### src/rtl/block_dispatcher.sv
// Block-matrix scheduler: walks every output block C_ij in row-major order, hands each one to the
// lowest free compute CU, and counts CU write-backs until all mu*mu blocks are complete.
//   state      | meaning
//   S_IDLE     | waiting for i_Start
//   S_DISPATCH | handing out (i,j) pairs, at most one per cycle
//   S_DRAIN    | all pairs issued, waiting for outstanding results
//   S_DONE     | one-cycle o_Done, then back to idle
module block_dispatcher #(
  parameter int NUM_CU      = 4,
  parameter int index_width = 8,
  parameter int max_mu_log  = 8
) (
  input  logic                            i_Clock,
  input  logic                            i_Reset,
  input  logic                            i_Start,
  input  logic [max_mu_log-1:0]           i_mu,
  output logic [max_mu_log-1:0]           o_mu,
  output logic [NUM_CU*index_width-1:0]   o_Row_Index,
  output logic [NUM_CU*index_width-1:0]   o_Column_Index,
  output logic [NUM_CU-1:0]               o_Indexes_Ready,
  input  logic [NUM_CU-1:0]               i_Result_Ready,
  output logic                            o_Busy,
  output logic                            o_Done,
  output logic [2*max_mu_log-1:0]         o_Blocks_Done
);

  localparam int CW = 2 * max_mu_log;

  typedef enum logic [1:0] {S_IDLE, S_DISPATCH, S_DRAIN, S_DONE} state_t;

  state_t                  state, next_state;
  logic [NUM_CU-1:0]       r_Result_Prev;
  logic [NUM_CU-1:0]       comp;
  logic [NUM_CU-1:0]       cu_busy;
  logic [NUM_CU-1:0]       dispatch;
  logic                    any_dispatch;
  logic [max_mu_log-1:0]   row_cnt, col_cnt, mu_m1;
  logic                    last_block;
  logic                    zero_done;
  logic                    start_ok;
  logic [CW-1:0]           comp_count, blocks_next, total_blocks;
  logic [index_width-1:0]  row_hold [NUM_CU];
  logic [index_width-1:0]  col_hold [NUM_CU];

  assign comp         = i_Result_Ready & ~r_Result_Prev;
  assign mu_m1        = o_mu - max_mu_log'(1);
  assign last_block   = (row_cnt == mu_m1) && (col_cnt == mu_m1);
  assign total_blocks = CW'(o_mu) * CW'(o_mu);
  assign blocks_next  = o_Blocks_Done + comp_count;
  assign any_dispatch = |dispatch;
  assign start_ok     = (state == S_IDLE) && i_Start && (i_mu != '0);

  always_comb begin
    comp_count = '0;
    for (int c = 0; c < NUM_CU; c++)
      comp_count = comp_count + CW'(comp[c]);
  end

  // descending scan so the lowest-numbered free CU wins
  always_comb begin
    dispatch = '0;
    if (state == S_DISPATCH) begin
      for (int c = NUM_CU - 1; c >= 0; c--) begin
        if (!cu_busy[c] && !comp[c]) begin
          dispatch    = '0;
          dispatch[c] = 1'b1;
        end
      end
    end
  end

  always_comb begin
    next_state = state;
    case (state)
      S_IDLE:     if (start_ok) next_state = S_DISPATCH;
      S_DISPATCH: if (any_dispatch && last_block) next_state = S_DRAIN;
      S_DRAIN:    if (blocks_next == total_blocks) next_state = S_DONE;
      S_DONE:     next_state = S_IDLE;
      default:    next_state = S_IDLE;
    endcase
  end

  assign o_Indexes_Ready = dispatch;
  assign o_Busy          = (state == S_DISPATCH) || (state == S_DRAIN);
  assign o_Done          = (state == S_DONE) || zero_done;

  for (genvar c = 0; c < NUM_CU; c++) begin : g_slice
    assign o_Row_Index[c*index_width +: index_width]    = dispatch[c] ? index_width'(row_cnt) : row_hold[c];
    assign o_Column_Index[c*index_width +: index_width] = dispatch[c] ? index_width'(col_cnt) : col_hold[c];
  end

  always_ff @(posedge i_Clock or posedge i_Reset) begin
    if (i_Reset) begin
      state         <= S_IDLE;
      r_Result_Prev <= '0;
      cu_busy       <= '0;
      zero_done     <= 1'b0;
      o_mu          <= '0;
      o_Blocks_Done <= '0;
      row_cnt       <= '0;
      col_cnt       <= '0;
      for (int c = 0; c < NUM_CU; c++) begin
        row_hold[c] <= '0;
        col_hold[c] <= '0;
      end
    end else begin
      state         <= next_state;
      r_Result_Prev <= i_Result_Ready;
      cu_busy       <= (cu_busy & ~comp) | dispatch;
      zero_done     <= (state == S_IDLE) && i_Start && (i_mu == '0);
      if (state == S_IDLE) begin
        if (start_ok) begin
          o_mu          <= i_mu;
          row_cnt       <= '0;
          col_cnt       <= '0;
          o_Blocks_Done <= '0;
        end
      end else begin
        o_Blocks_Done <= blocks_next;
      end
      if (any_dispatch) begin
        if (col_cnt != mu_m1) begin
          col_cnt <= col_cnt + max_mu_log'(1);
        end else begin
          col_cnt <= '0;
          row_cnt <= row_cnt + max_mu_log'(1);
        end
      end
      for (int c = 0; c < NUM_CU; c++) begin
        if (dispatch[c]) begin
          row_hold[c] <= index_width'(row_cnt);
          col_hold[c] <= index_width'(col_cnt);
        end
      end
    end
  end

`ifndef SYNTHESIS
  // results landing in idle (e.g. left over from an abandoned job) are expected and ignored
  always_ff @(posedge i_Clock) begin
    if (!i_Reset && state != S_IDLE)
      a1_spurious: assert ((comp & ~cu_busy) == '0)
        else $error("spurious CU result: comp=%b cu_busy=%b", comp, cu_busy);
  end
`endif

endmodule
### config.mk
export PLATFORM = sky130hd
export DESIGN_NAME = block_dispatcher
export DESIGN_NICKNAME = d
export VERILOG_FILES = /design/src/rtl/block_dispatcher.sv
export SDC_FILE = /design/constraint.sdc
export NUM_CORES = 1
export LEC_CHECK = 0
export CORE_MARGIN = 4
export CORE_UTILIZATION = 50
export DETAILED_ROUTE_END_ITERATION = 16
export DONT_BUFFER_PORTS = 1
export PLACE_DENSITY = 0.75
export SYNTH_ARGS = -nofsm -noshare
export SYNTH_HDL_FRONTEND = slang
export SYNTH_SLANG_ARGS = --single-unit
### constraint.sdc
create_clock -name i_Clock -period 5.75 [get_ports i_Clock]
set_input_delay 0.575 -clock i_Clock [delete_from_list [all_inputs] [get_ports i_Clock]]
set_output_delay 0.575 -clock i_Clock [all_outputs]
set_load 0.05 [all_outputs]
* Word-level counts from Yosys, hierarchy flattened
Index checks and enable logic that the tools add are counted. Widths: inputs -> output; s select.
Cells by class: add/sub/neg operators 7, multipliers 1, eq/ne operators 10, muxes and demuxes 27, bitwise gates (word level) 5, reductions and logical operators 28
Operators with widths (count):
- $mux 8 | 16
- $mux 16 | 2
- $mux 4 | 5
- $add 16x16->16 | 1
- $add 8x1->8 const B | 2
- $eq 16x16->1 | 1
- $eq 8x8->1 | 2
- $mul 8x8->16 | 1
- $logic_and 1x1->1 | 9
- $and 4x4->4 | 2
- $logic_not 1->1 | 8
- $logic_not 8->1 | 1
- $ne 8x8->1 | 1
- $not 4->4 | 2
- $pmux 2 s4 | 1
- $reduce_bool 8->1 | 1
- $sub 8x1->8 const B | 1
- $mux 2 | 3
- $add 3x1->4 | 1
- $eq 2x2->1 const B | 2
- $ne 2x2->1 const B | 2
- $or 4x4->4 | 1
- $reduce_and 2->1 | 2
- $reduce_bool 2->1 | 2
- 8 further kinds | 9
Storage, ports and cells: register bits 115, bits of input ports 15, output and inout port bits 94, word-level logic and storage cells 94

* Depth between registers and ports, before layout
Gate-level depths: netlist of the first run.
depth after elaboration 13, gate-level depth with buffers 20, gate-level depth less buffers 19

* Least setup slack after synthesis of the first run
Ideal clock, no wire load.
path kind register -> register, start point reg o_mu[5], end point reg state[1], data arrival time 5367 ps, required time 5663 ps, slack 296 ps, cell stages (with the launch flop) 17, clock period less this slack 5454 ps, cells stage by stage dfrtp_1 > clkbuf_1 > clkbuf_1 > nand2_1 > fa_1 > fa_1 > fa_1 > fa_1 > inv_1 > ha_1 > a21oi_1 > a21oi_1 > or3b_2 > a31oi_1 > xor2_1 > o41a_1 > o211ai_1
On the way: longest elaborated chain between the ends 6
RTL lines:
- from (decl) | line 17 | output logic [max_mu_log-1:0] o_mu,
- from (signal assigned) | line 113 | o_mu <= i_mu;
- branches (longest 5 deep; another with $mul 8x8->16)
- $reduce_and 3->1 (no line) (*)
- to (signal assigned) | line 107 | state <= next_state;
- to (decl) | line 31 | state_t state, next_state;
Every way passes the cells marked *. A chain may end at the register's enable or synchronous reset.

* Worst setup path after layout of the first run
Ends and elaborated chain as after synthesis.

==> impl_metrics.csv, run 1 <==
group,metric,value,unit
route,ant_nets,0,
power,ir_worst_vdd,0.218,mV
route,wire_per_inst,19.2,um
worst_setup_path,end_kind,"register",
power,p_seq_frac,0.405,
synthesis,synthCells,743,
cells_and_area,final_nets,820,
worst_setup_path,critPathKind,"reg -> reg",
worst_setup_path,crit_path_start_kind,"register",
synthesis,ys_warn_count,0,
cells_and_area,n_antenna_cell,0,
global_route,use_met1,0.277,
synthesis,synth.avg_cell_area,9.87,sq um
place,gp_congestion,0.928,
synthesis,ys_ff_latch,115,
timing,hold_ws,0.147,ns
global_route,antenna_found_initial,0,
timing,worst_pin_slew,1.00,ns
synthesis,synth_flop_cell,"dfrtp_1",
cells_and_area,area_growth,10.2,%
timing,setup_viol,0,
timing,rsz0062_at_grt,"no",
cells_and_area,final_area,8080,sq um
outcome,status,"completed",
cts,postCtsSetupRepairBufs,0,
cts,ctsResizeCount,0,
cells_and_area,regArea,2880,sq um
cts,clockRootBuffer,"clkbuf_16",
global_route,grt_use_met2,0.360,
run,drv_cap,0,
power,power.density,340,nW/um^2
synthesis,synth-edff-count,0,
power,p_leak,0.00394,uW
synthesis,ys_seq_area_frac,0.393,
place,io_buffers,0,
worst_setup_path,crit_path_max_fanout,16,
floorplan,num_rows,43,
route,drt_first_pass_iters,5,
global_route,grt_max_degree,61,
global_route,grt_pass1_vias,5505,
cts,cts_tree,"built",
cts,cts_made_buffers,17,
power,p_comb_frac,0.235,
floorplan,fp.dieW,129,um
route,drtIter0Drc,381,
cts,cts_buffer_depth,2,
floorplan,io_pins,109,
cts,clk_pin_slew_worst_paths,0.06,ns
global_route,met3_usage,0.0676,
power,power.switching,1060,uW
route,routed_wirelength,17900,um
synthesis,synthArstFlopShare,1.00,
route,vias,5394,
cts,clkLatencyLatePin,0.42,ns
timing,clock_skew,0.00903,ns
floorplan,core-area,14100,sq um
route,vias_per_cell,5.79,
timing,hold_viol,0,
timing,period_needed,5.30,ns
place,place_hpwl,13300,um
synthesis,yosysUniqueCellTypes,58,
power,clkPwrFrac,0.360,
timing,finalSetupTns,0,ns
cells_and_area,nFillCells,1190,
global_route,track_usage,0.221,
synthesis,synth_area,7330,sq um
floorplan,fp.dieH,129,um
cts,cts_hold_buf,0,
route,drt_drc_violations_left,0,
floorplan,start_util,0.520,
cts,h-tree-depth,4,
worst_hold_path,hp-class,"in -> async",
timing,max_freq,189,MHz
global_route,grt.busiest_layer,"met2",
power,p_int,1690,uW
floorplan,dieArea,16700,sq um
place,place_area,7530,sq um
worst_setup_path,crit_required,6.02,ns
cells_and_area,drive_above_1_share,0.144,
timing,finalCritPeriodShare,0.922,
synthesis,syn-num-nets,824,
timing,drv_slew,0,
worst_setup_path,critPathArrivalTime,5.57,ns
power,sw_frac_of_total,0.384,
cts,clock_sinks,115,
global_route,grt-ovfl-total,0,
cells_and_area,multi_input_area,4100,sq um
timing,maxSlewHeadroom,0.329,
global_route,grt_pass1_wl,29000,um
[layer usage]
metal / vias to the layer above / share of wire
met4: 0 / 0.026
li1: 2490 / -
met5: - / 0
met2: 169 / 0.50
met3: 36 / 0.069
met1: 2699 / 0.41
[placed cells by master, fill, tap and decap left out, types with 6 or more instances in the layout]
cell type / count
nor2b_1: 12
a21oi_1: 19
a21o_1: 7
xor2_1: 19
nand2b_1: 11
xnor2_1: 42
buf_4: 14
nand3_1: 17
and2_1: 16
nand4_1: 6
and3_1: 9
o31ai_1: 13
o21ai_0: 47
nand2_1: 109
clkbuf_16: 17
nor2_1: 30
inv_1: 58
fa_1: 24
clkinvlp_4: 6
mux2_2: 49
dfrtp_1: 115
ha_1: 42
[critical path, stage by stage, from the launching register on]
cell and delay, ns:
dfrtp_1 0.71, nand2_1 0.20, fa_1 0.49, fa_1 0.52
fa_1 0.52, fa_1 0.55, inv_1 0.04, ha_1 0.38
a21oi_1 0.24, a21oi_1 0.11, or3b_2 0.47, a31oi_1 0.23
xor2_1 0.11, o41ai_1 0.44, o211ai_1 0.15
[synth_stat cells, drive strengths merged (2+ instances only)]
master	number	area (sq um)
o41ai	2	17.5
inv	59	221
xor2	19	166
a22o	3	26.3
nand3	19	105
a31oi	2	12.5
mux2	49	552
o2111ai	2	17.5
clkbuf	29	109
o31ai	13	97.6
nor2b	12	75.1
nand4	6	37.5
or3b	2	17.5
or2	4	25.0
nor4	8	68.8
nor3	4	20.0
a2111oi	2	36.3
dfrtp	115	2880
nand2	109	409
xnor3	5	113
a211oi	2	15.0
xnor2	42	368
ha	42	526
nand2b	11	68.8
buf	8	37.5
a21o	7	52.6
o211ai	2	15.0
a21oi	20	104
or3	2	12.5
fa	24	480
nor2	30	113
and3	10	63.8
and2	16	100
o21ai	48	240
[through the flow]
stage | total power [uW] | worst slack (ns) | instances | util
global placement | 1750 | 0.600 | 900 | 0.534
global route | 2860 | 0.195 | 931 | 0.573
floorplan | 1660 | 0.296 | 743 | -
detailed placement | 1770 | 0.495 | 900 | 0.534
CTS | 2770 | 0.449 | 931 | 0.573
finish | 2750 | 0.446 | 931 | 0.573
[cell families (layout without fill, tap and decap cells)]
family / Yosys count / in the layout / synth area share
and+or+nand+nor: 239 / 239 / 0.159
AOI/OAI and AO/OA: 110 / 110 / 0.0958
buffers and inverters: 97 / 105 / 0.0507
DFF: 115 / 115 / 0.393
adders and majority gates: 66 / 66 / 0.137
muxes: 50 / 50 / 0.0766
xor gates and xnor gates: 66 / 66 / 0.0882
[registers in the layout, indices dropped and copies added (netlist names)]
name / cells
cu_busy: 4
col_hold: 32
o_Blocks_Done: 16
r_Result_Prev: 4
col_cnt: 8
row_hold: 32
o_mu: 8
row_cnt: 8
zero_done: 1
state: 2
[power groups by stage]
| stage | Sequential (uW) | Combinational [uW] | Clock [uW] |
|---|---|---|---|
| 2_1_floorplan | 1070 | 588 | 0 |
| 3_3_place_gp | 1120 | 630 | 0 |
| 3_5_place_dp | 1130 | 645 | 0 |
| 4_1_cts | 1110 | 649 | 1000 |
| 5_1_grt | 1130 | 695 | 1040 |
| 6_report | 1110 | 644 | 989 |
[path summary, 6_finish.rpt]
path / start / to / slack [ns] / cells after the start
worst max-delay path: o_mu[5]$_DFFE_PP0P_ / state[1]$_DFFE_PP0P_ / 0.45 / 14
worst min-delay path: i_Reset / o_Blocks_Done[0]$_DFFE_PP0P_ / 0.15 / 1
worst max register to register: o_mu[5]$_DFFE_PP0P_ / state[1]$_DFFE_PP0P_ / 0.45 / 14
worst min register to register: cu_busy[1]$_DFF_PP0_ / cu_busy[1]$_DFF_PP0_ / 0.52 / 2
max in group asynchronous: i_Reset / row_hold[16]$_DFF_PP0_ / 4.41 / 2
min in group i_Clock: i_Result_Ready[1] / r_Result_Prev[1]$_DFF_PP0_ / 0.19 / 0
[area by class of cell]
class / instances / share of cell area
Clock buffer: 19 / 0.0548
Clock inverter: 12 / 0.0133
Inverter: 60 / 0.0282
Multi-Input combinational cell: 531 / 0.507
Sequential cell: 115 / 0.356
Tap cell: 180 / 0.0279
Timing Repair Buffer: 14 / 0.0130
Note: power is estimated with default switching activity, not from simulation.
==> inputs of run 2 (changes only) <==
- MAX_ROUTING_LAYER: not set -> met4
==> impl_metrics.csv, run 2 (synthesis gave the netlist of run 1 again) <==
group,metric,value,unit
outcome,status,"completed",
timing,hold_ws,0.148,ns
timing,period_needed,5.41,ns
timing,rsz0062_at_grt,"no",
global_route,use_met1,0.289,
worst_hold_path,hp-class,"in -> async",
timing,drv_slew,0,
cts,clkLatencyLatePin,0.42,ns
worst_setup_path,critPathKind,"reg -> reg",
route,ant_nets,0,
worst_setup_path,end_kind,"register",
global_route,grt-ovfl-total,0,
floorplan,fp.dieH,129,um
cells_and_area,instances_no_fill,932,
place,gp_congestion,0.893,
cts,clock_sinks,115,
global_route,track_usage,0.231,
floorplan,dieArea,16700,sq um
cts,cts_made_buffers,17,
worst_setup_path,crit_path_max_fanout,16,
cells_and_area,multi_input_area,4100,sq um
global_route,grt.busiest_layer,"met2",
timing,finalCritPeriodShare,0.941,
global_route,met3_usage,0.0647,
power,ir_worst_vdd,0.213,mV
cts,postCtsSetupRepairBufs,0,
cells_and_area,utilization,0.578,
cts,clk_pin_slew_worst_paths,0.06,ns
global_route,grt_pass1_vias,5538,
cells_and_area,area_growth,11.1,%
timing,finalSetupTns,0,ns
timing,maxSlewHeadroom,0.375,
cells_and_area,regArea,2880,sq um
cts,cts_tree,"built",
route,wire_per_inst,19.5,um
cells_and_area,nFillCells,1213,
route,drt_drc_violations_left,0,
place,io_buffers,0,
route,drtIter0Drc,365,
cells_and_area,layout_commonest_cell,"dfrtp_1",
cells_and_area,final_nets,820,
place,place_hpwl,13400,um
route,vias_per_cell,5.71,
route,routed_wirelength,18100,um
floorplan,fp.dieW,129,um
floorplan,io_pins,109,
floorplan,start_util,0.520,
floorplan,num_rows,43,
worst_setup_path,crit_path_start_kind,"register",
run,drv_cap,0,
timing,hold_viol,0,
timing,worst_pin_slew,0.932,ns
place,placed_cells,900,
floorplan,core-area,14100,sq um
global_route,antenna_found_initial,0,
cells_and_area,largestRegisters,"col_hold (32), row_hold (32), o_Blocks_Done (16)",
cts,cts_buffer_depth,2,
cts,ctsResizeCount,0,
power,p_leak,0.00398,uW
global_route,grt_max_degree,62,
power,power.density,352,nW/um^2
cells_and_area,most-common-layout-cells,"dfrtp_1, nand2_1, inv_1, mux2_2, o21ai_0",
cells_and_area,drive_above_1_share,0.145,
route,vias,5324,
timing,clock_skew,0.0106,ns
cells_and_area,n_antenna_cell,0,
worst_setup_path,crit_required,6.08,ns
global_route,grt_pass1_wl,29100,um
cts,h-tree-depth,4,
route,drt_first_pass_iters,6,
cts,clockRootBuffer,"clkbuf_16",
worst_setup_path,critPathArrivalTime,5.74,ns
global_route,grt_use_met2,0.369,
timing,setup_viol,0,
timing,max_freq,185,MHz
cts,cts_hold_buf,0,
run 2: cell types whose count changed in the layout (fill, tap and decap cells not counted):
cell        previous run  this run
clkinvlp_4             6         2
clkinv_4               0         3
bufinv_16              1         3
clkinv_2               3         1
inv_8                  0         1
inv_6                  2         3
run 2: area by class of cell:
| class | count | area share |
|---|---|---|
| inverters | 60 | 0.0279 |
| flip-flops and latches | 115 | 0.353 |
| clock inverters | 13 | 0.0213 |
| well taps | 180 | 0.0276 |
| clock buffers | 19 | 0.0544 |
| repair buffers | 14 | 0.0129 |
| multi-input cells | 531 | 0.503 |
run 2: per-stage QoR:
| stage | cell area, sq um | power, uW | worst slack (ns) |
|---|---|---|---|
| 2_1_floorplan | 7330 | 1660 | 0.296 |
| 3_3_place_gp | 7530 | 1750 | 0.623 |
| 3_5_place_dp | 7530 | 1780 | 0.419 |
| 4_1_cts | 8150 | 2890 | 0.379 |
| 5_1_grt | 8150 | 2990 | 0.0855 |
| 6_report | 8150 | 2870 | 0.340 |
run 2: final timing paths:
path	from	end	slack, ns	depth (start not counted)
setup / recovery	o_mu[2]$_DFFE_PP0P_	state[1]$_DFFE_PP0P_	0.34	14
hold / removal	i_Reset	r_Result_Prev[3]$_DFF_PP0_	0.15	1
setup reg to reg	o_mu[2]$_DFFE_PP0P_	state[1]$_DFFE_PP0P_	0.34	14
hold reg to reg	cu_busy[1]$_DFF_PP0_	cu_busy[1]$_DFF_PP0_	0.50	2
max in group asynchronous	i_Reset	col_hold[9]$_DFF_PP0_	4.36	2
min in group i_Clock	i_Result_Ready[2]	r_Result_Prev[2]$_DFF_PP0_	0.18	0
run 2: critical path, cell delays in order, from the launching register on:
cell and delay (ns):
dfrtp_1 0.65, nand2_1 0.21, fa_1 0.53, fa_1 0.53, fa_1 0.52, fa_1 0.54, inv_1 0.04, ha_1 0.36
a21oi_1 0.28, a21oi_1 0.15, or3b_2 0.48, a31oi_1 0.24, xor2_1 0.12, o41a_1 0.46, o211ai_1 0.20
run 2: power breakdown:
| group | switching [uW] | leakage [uW] | total, uW | internal, uW |
|---|---|---|---|---|
| logic | 475 | 0.00217 | 648 | 174 |
| clock network | 405 | 0.000296 | 1110 | 700 |
| registers | 196 | 0.00152 | 1110 | 916 |
| total | 1080 | 0.00398 | 2870 | 1790 |
run 2: per-layer routing:
metal,routed length [um],part of all wire
met2,9120,0.50
met5,0,0
met4,241,0.013
met3,1250,0.069
met1,7520,0.41
